===== src/rtl/jk_drive_seq_if.sv =====
// Target-word handshake bundle for jk_drive_seq.
// Master offers a word, slave (the sequencer) reports readiness.
interface jk_drive_seq_if #(
    parameter int WIDTH = 8
);
    logic             in_valid;
    logic             in_ready;
    logic [WIDTH-1:0] in_data;

    modport master (
        output in_valid,
        output in_data,
        input  in_ready
    );

    modport slave (
        input  in_valid,
        input  in_data,
        output in_ready
    );
endinterface


===== src/rtl/jk_drive_seq.sv =====
// JK flip-flop sequence driver: plays a target word MSB-first as J/K
// excitation pairs, reads q back two edges later and reports a mismatch mask.
module jk_drive_seq #(
    parameter int WIDTH       = 8,
    parameter bit TOGGLE_PREF = 1'b0
) (
    input  logic             clk,
    input  logic             rst,
    jk_drive_seq_if.slave    in_if,
    input  logic             q_fb,
    output logic             j,
    output logic             k,
    output logic             busy,
    output logic             done,
    output logic             err,
    output logic [WIDTH-1:0] err_mask
);

    localparam int CW = $clog2(WIDTH + 2);

    typedef enum logic [1:0] {
        IDLE  = 2'd0,
        DRIVE = 2'd1,
        CHECK = 2'd2
    } state_t;

    state_t           state_q, state_d;
    logic [CW-1:0]    cnt_q, cnt_d;
    logic [WIDTH-1:0] drv_q, drv_d;
    logic [WIDTH-1:0] chk_q, chk_d;
    logic [WIDTH-1:0] ptr_q, ptr_d;
    logic [WIDTH-1:0] mask_q, mask_d;
    logic [1:0]       jk_q, jk_d;
    logic             done_q, done_d;
    logic             err_q, err_d;

    logic             accept;
    logic             cmp_en;
    logic             mismatch;
    logic [WIDTH-1:0] drv_sh;

    // Pair that moves the flip-flop from cur to nxt; don't-cares fixed.
    function automatic logic [1:0] excite(input logic cur, input logic nxt);
        logic [1:0] pair;
        if (cur == nxt) begin
            pair = 2'b00;
        end else if (TOGGLE_PREF) begin
            pair = 2'b11;
        end else begin
            pair = {nxt, ~nxt};
        end
        return pair;
    endfunction

    assign in_if.in_ready = (state_q == IDLE) && !rst;
    assign accept         = in_if.in_valid && in_if.in_ready;

    // chk_q MSB is always the bit whose read-back is due at this edge.
    assign mismatch = chk_q[WIDTH-1] ^ q_fb;

    // Next-state: sequencing, excitation pair, and read-back scoring.
    always_comb begin
        state_d = state_q;
        cnt_d   = cnt_q;
        drv_d   = drv_q;
        chk_d   = chk_q;
        ptr_d   = ptr_q;
        mask_d  = mask_q;
        jk_d    = 2'b00;
        done_d  = 1'b0;
        drv_sh  = drv_q << 1;
        cmp_en  = ((state_q == DRIVE) && (cnt_q >= CW'(2)))
                  || (state_q == CHECK);

        unique case (state_q)
            IDLE: begin
                if (accept) begin
                    state_d = DRIVE;
                    cnt_d   = CW'(1);
                    drv_d   = in_if.in_data;
                    chk_d   = in_if.in_data;
                    mask_d  = '0;
                    ptr_d   = '0;
                    ptr_d[WIDTH-1] = 1'b1;
                    // Flip-flop is holding while idle, so q_fb is its state.
                    jk_d    = excite(q_fb, in_if.in_data[WIDTH-1]);
                end
            end
            DRIVE: begin
                cnt_d = cnt_q + CW'(1);
                if (cnt_q == CW'(WIDTH)) begin
                    state_d = CHECK;
                end else begin
                    // Current state is the previous target, not q_fb.
                    jk_d  = excite(drv_q[WIDTH-1], drv_sh[WIDTH-1]);
                    drv_d = drv_sh;
                end
            end
            CHECK: begin
                state_d = IDLE;
                cnt_d   = '0;
                done_d  = 1'b1;
            end
            default: begin
                state_d = IDLE;
            end
        endcase

        if (cmp_en) begin
            mask_d = mask_q | (ptr_q & {WIDTH{mismatch}});
            ptr_d  = ptr_q >> 1;
            chk_d  = chk_q << 1;
        end

        err_d = |mask_d;
    end

    // State and registered outputs.
    always_ff @(posedge clk) begin
        if (rst) begin
            state_q <= IDLE;
            cnt_q   <= '0;
            drv_q   <= '0;
            chk_q   <= '0;
            ptr_q   <= '0;
            mask_q  <= '0;
            jk_q    <= 2'b00;
            done_q  <= 1'b0;
            err_q   <= 1'b0;
        end else begin
            state_q <= state_d;
            cnt_q   <= cnt_d;
            drv_q   <= drv_d;
            chk_q   <= chk_d;
            ptr_q   <= ptr_d;
            mask_q  <= mask_d;
            jk_q    <= jk_d;
            done_q  <= done_d;
            err_q   <= err_d;
        end
    end

    assign j        = jk_q[1];
    assign k        = jk_q[0];
    assign busy     = (state_q != IDLE);
    assign done     = done_q;
    assign err      = err_q;
    assign err_mask = mask_q;

endmodule

===== src/flat_wrapper.sv =====
// flat-port wrapper written by rule: the top's interface ports become plain ports
module jk_drive_seq_flat 
#(
    parameter int WIDTH       = 8,
    parameter bit TOGGLE_PREF = 1'b0
)
  (clk, rst, q_fb, j, k, busy, done, err, err_mask, in_if_in_valid, in_if_in_data, in_if_in_ready);
  jk_drive_seq_if #(.WIDTH(WIDTH)) in_if_i ();
  input  logic clk;
  input  logic rst;
  input  logic q_fb;
  output logic j;
  output logic k;
  output logic busy;
  output logic done;
  output logic err;
  output logic [WIDTH-1:0] err_mask;
  input wire logic [$bits(in_if_i.in_valid)-1:0] in_if_in_valid;
  input wire logic [$bits(in_if_i.in_data)-1:0] in_if_in_data;
  output wire logic [$bits(in_if_i.in_ready)-1:0] in_if_in_ready;
  assign in_if_i.in_valid = in_if_in_valid;
  assign in_if_i.in_data = in_if_in_data;
  assign in_if_in_ready = in_if_i.in_ready;
  jk_drive_seq #(.WIDTH(WIDTH), .TOGGLE_PREF(TOGGLE_PREF)) u_core (.clk(clk), .rst(rst), .in_if(in_if_i), .q_fb(q_fb), .j(j), .k(k), .busy(busy), .done(done), .err(err), .err_mask(err_mask));
endmodule

===== config.mk =====
export PLATFORM = sky130hd
export DESIGN_NAME = jk_drive_seq_flat
export DESIGN_NICKNAME = d
export VERILOG_FILES = /design/src/rtl/jk_drive_seq_if.sv /design/src/rtl/jk_drive_seq.sv /design/src/flat_wrapper.sv
export SDC_FILE = /design/constraint.sdc
export NUM_CORES = 1
export LEC_CHECK = 0
export CAP_MARGIN = 20
export CORE_UTILIZATION = 55
export DETAILED_ROUTE_END_ITERATION = 16
export PLACE_DENSITY_LB_ADDON = 0.12
export SYNTH_ARGS = -nofsm -noshare
export SYNTH_HDL_FRONTEND = slang
export SYNTH_SLANG_ARGS = --single-unit

===== constraint.sdc =====
create_clock -name clk -period 4.8 [get_ports clk]
set_clock_uncertainty 0.2 [all_clocks]
set_input_delay 0.96 -clock clk [delete_from_list [all_inputs] [get_ports clk]]
set_output_delay 0.96 -clock clk [all_outputs]
set_load 0.05 [all_outputs]

# ---- Yosys cells after proc, flatten, opt, wreduce, memory -nomap -nowiden
# Cells that the tools add are included.
dict set report word_totals {
  regBits 42
  latch_bits 0
  ram_bits 0
  rom_bits 0
  memories 0
}
dict set report classes {
  n_addsub 1
  mul 0
  n_div 0
  n_lt_le_gt_ge 1
  eq_ne 8
  shift 0
  n_mux 23
  bitwise_logic 5
  n_reduce_logical 18
}
# cell count
set op_table {}
lappend op_table {{2-to-1 mux 8 bit} 8}
lappend op_table {{2-to-1 mux 7 bit} 3}
lappend op_table {{one-hot mux 8 bit (2 select lines)} 1}
lappend op_table {{2-to-1 mux 2 bit} 6}
lappend op_table {{one-hot mux 4 bit (3 select lines)} 1}
lappend op_table {{AND 8 bit} 1}
lappend op_table {{OR 8 bit} 1}
lappend op_table {{one-hot mux 2 bit (2 select lines)} 2}
lappend op_table {{AND reduction 2 bit} 4}
lappend op_table {{nonzero test 2 bit} 4}
lappend op_table {{OR reduction 8 bit} 1}
lappend op_table {{adder 4 x 1 -> 4 bit, second input constant} 1}
lappend op_table {{equality test 4 bit, second input constant} 1}
lappend op_table {{>= comparator 4 x 2 -> 1 bit, second input constant} 1}
lappend op_table {{2-to-1 mux 4 bit} 1}
lappend op_table {{!= test 2 bit, second input constant} 2}
lappend op_table {{logical AND 1 bit} 3}
lappend op_table {{AND reduction 3 bit} 1}
lappend op_table {{nonzero test 3 bit} 1}
lappend op_table {{equality test 1 bit} 2}
lappend op_table {{equality test 2 x 1 -> 1 bit, second input constant} 1}
lappend op_table {{equality test 2 bit, second input constant} 1}
lappend op_table {{logical NOT 2 bit} 1}
lappend op_table {{!= test 2 x 1 -> 1 bit, second input constant} 1}
lappend op_table {{6 further kinds} 7}

# ---- Depth between registers and ports, before layout
dict set report depth {
  depth_word 7
  mapped_depth 8
  ltp_nobuf 6
}

# ---- Least setup slack after synthesis
# Ideal clock, no wire load.
dict set report synth_timing {
  kind {input-to-output}
  start {in rst}
  end {out in_if_in_ready}
  arrival_ns 1.838
  required_time_ns 3.640
  path_slack_ns 1.802
  stages 2
  path_buffers 1
  path_cell_list {buf_2 nor2b_1}
}
dict set report synth_via {
  elab_chain_len 2
}
# item line_no
set synth_rtl {}
lappend synth_rtl {{start: declaration} flat_wrapper.sv:10} ;# input logic rst;
lappend synth_rtl {{logical NOT 1 bit} jk_drive_seq.sv:55} ;# assign in_if.in_ready = (state_q == IDLE) && !rst;
lappend synth_rtl {{logical AND 1 bit} jk_drive_seq.sv:55}
lappend synth_rtl {{end: declaration} flat_wrapper.sv:20} ;# output wire logic [$bits(in_if_i.in_ready)-1:0] in_if_in_ready;
# No other way between the ends.

# ---- Worst setup path in the final report
# Ends and elaborated chain as after synthesis.

==> results_dict.tcl <==
set metrics [dict create \
    status "finished clean" \
    syn_nets 225 \
    critPathArrivalTime_ps 2350 \
    finalSetupTns_ps 0 \
    slew_headroom 0.4252 \
    ioPinCount 26 \
    htree_levels 2 \
    grt_antenna_before_repair 0 \
    multi_input_area_um2 1007 \
    die_w_um 61.59 \
    track_usage 0.2238 \
    clkPwrFrac 0.202 \
    rows 21 \
    n_antenna_cell 0 \
    post_synth_instance_area_um2 1953 \
    worstMarginPinSlew_ps 862.2 \
    yosysWarnings 0 \
    num-fill-cells 311 \
    drt-pass1-iter-count 4 \
    seqCellArea_um2 840.8 \
    syn_to_final_growth_pct 16.53 \
    viasPerCell 5.679 \
    portBuffers 25 \
    sw_frac_of_total 0.3769 \
    worstPathMaxFanout 2 \
    ctsResizeCount 0 \
    wl_per_cell_um 13.61 \
    syn_inst 206 \
    final_area_um2 2276 \
    p_comb_frac 0.395 \
    worstPathRequired_ps 3640 \
    vdd_drop_max_v 0.0002173 \
    critPathLaunchType "primary input" \
    grt_max_degree 36 \
    p_seq_frac 0.403 \
    insertion_delay_ps 350 \
    layout_common_cells "dfxtp_1 (42), clkdlybuf4s50_1 (25), nand2_1 (24), nor2_1 (19), a21oi_1 (15)" \
    cts.clk_slew.worst_paths_ps 120 \
    drive_above_1_share 0.1053 \
    cts_made_buffers 5 \
    finalCriticalPeriod_ps 3506 \
    hold_buffers 0 \
    setup_viol 0 \
    holdPathStages 2 \
    vias 1556 \
    dpl_cell_area_um2 2193 \
    rsz0062_at_grt "false" \
    ys_types 39 \
    final_net_count 246 \
    path_class "in2out" \
    ant_nets 0 \
    hold_viol_final 0 \
    max_freq_ghz 0.2853 \
    total_power_mw 1.109 \
    core_area_um2 3363 \
    globalplace.congestion 0.7981 \
    hold_path_class "reg2reg" \
    syn-mean-instance-area_um2 9.481 \
    cts_setup_buffers 0 \
    stdcell_count 274 \
    critPathCaptureType "output pin" \
    dp_cells 266 \
    p_int_mw 0.6908 \
    drc 0 \
    grt_overflow_total 0 \
    ys_ff_latch 42 \
    final_util 0.6767 \
    drt_wl_total_um 3730 \
    powerDensity_nw_per_um2 487.1 \
    yosysSeqAreaShare 0.4305 \
    start_util 0.5807 \
    die_h_um 61.59 \
    cts_max_path_buffers 2 \
    cts_root_buf "clkbuf_4" \
    dieArea_um2 3793 \
    p_leak_nw 0.8306 \
    reg2reg_depth 6 \
    drv_cap 0 \
    grt_pass1_wl_um 6265 \
    grt_pass1_vias 1478 \
    final.period_utilization 0.7304 \
    dp_hpwl_um 2704 \
    drtIter0Drc 114 \
    tritoncts "built" \
    cts_sinks 42 \
    p_switching_mw 0.4179 \
    drv_slew 0 \
    layout.cells.most_common "dfxtp_1" \
]
## cells in the mapped netlist
cell type	count	area, um^2
buf_6	2	22.52
o32ai_1	1	8.760
a21oi_2	1	8.760
a22o_1	8	70.07
a311oi_1	1	8.760
a221oi_1	1	8.760
nand3b_1	3	22.52
nand2_1	24	90.09
a21o_1	1	7.510
a311oi_2	6	90.09
o221a_2	1	11.26
and2_1	2	12.51
xnor2_1	1	8.760
a211oi_1	7	52.55
nand3b_4	1	20.02
a21oi_1	15	75.07
and2b_4	1	10.01
mux2_2	1	11.26
nand2b_1	2	12.51
ha_1	7	87.58
nor2b_1	5	31.28
or3_1	1	6.260
nand4_1	1	6.260
buf_2	3	15.01
nand4b_1	2	17.52
buf_4	3	22.52
a21bo_2	1	10.01
nand3_1	9	45.04
nor2_1	19	71.32
a2bb2oi_4	1	26.28
nor3_1	2	10.01
nor4_1	4	25.02
dfxtp_1	42	840.8
inv_1	8	30.03
clkbuf_1	4	15.01
o41ai_2	1	16.27
nor3_2	1	10.01
mux2i_1	10	100.1
o21ai_0	3	15.01
## power groups by stage
stage                     clock (mW)  sequential (mW)  combinational [mW]
after CTS                      0.231            0.447               0.441
final                          0.224            0.446               0.438
after detailed placement           0            0.455               0.439
after floorplan                    0            0.459               0.356
after global placement             0            0.450               0.419
after global routing           0.246            0.455               0.482
## metal layers
layer  GRT usage  vias up  routed length [um]
li1            -      779                   -
met1      0.2668      742                1630
met2      0.3810       29                1932
met3     0.06513        6                 128
met4     0.08254        0                  38
met5           0        -                   0
## worst max-delay path, cell delays in order
cell and delay (ps):
clkdlybuf4s50_1 430, nor2b_1 130, clkdlybuf4s50_1 820
## area by class of cell
| type | instances | share of cell area |
|---|---|---|
| well taps | 46 | 0.02529 |
| flip-flops and latches | 42 | 0.3694 |
| repair buffers | 26 | 0.1132 |
| clock buffers | 5 | 0.01649 |
| inverters | 8 | 0.01319 |
| multi-input cells | 144 | 0.4426 |
| clock inverters | 3 | 0.01979 |
## kinds of logic (layout without fill, tap and decap cells)
| family | after synthesis | count (layout) | share of synthesized area |
|---|---|---|---|
| simple gates | 77 | 77 | 0.1999 |
| compound gates | 48 | 48 | 0.2095 |
| flops | 42 | 42 | 0.4305 |
| buf+inv | 20 | 42 | 0.05381 |
| mux | 11 | 11 | 0.05702 |
| fa+ha+maj | 7 | 7 | 0.04484 |
| xor+xnor | 1 | 1 | 0.004485 |
## final timing paths
kind                     start                 end  slack [ps]
min reg2reg    u_core.ptr_q[2]     u_core.ptr_q[1]         300
min            u_core.ptr_q[2]     u_core.ptr_q[1]         300
max reg2reg  u_core.state_q[1]  u_core.err_mask[4]        2170
max                        rst      in_if_in_ready        1290
## stage by stage
step / hold WS [ps] / worst slack (ps)
2_1_floorplan: 257.5 / 1802
3_3_place_gp: 272.3 / 1274
3_5_place_dp: 280.9 / 1286
4_1_cts: 302.7 / 1286
5_1_grt: 326.3 / 1233
6_report: 300.6 / 1294
## flip-flops by register name (all words and copies together) (netlist names)
name and count:
u_core.jk_q 2, u_core.drv_q 8, u_core.cnt_q 4, u_core.state_q 2, u_core.chk_q 8, u_core.err 1
u_core.ptr_q 8, u_core.err_mask 8, u_core.done 1
Note: power is estimated with default switching activity, not from simulation.
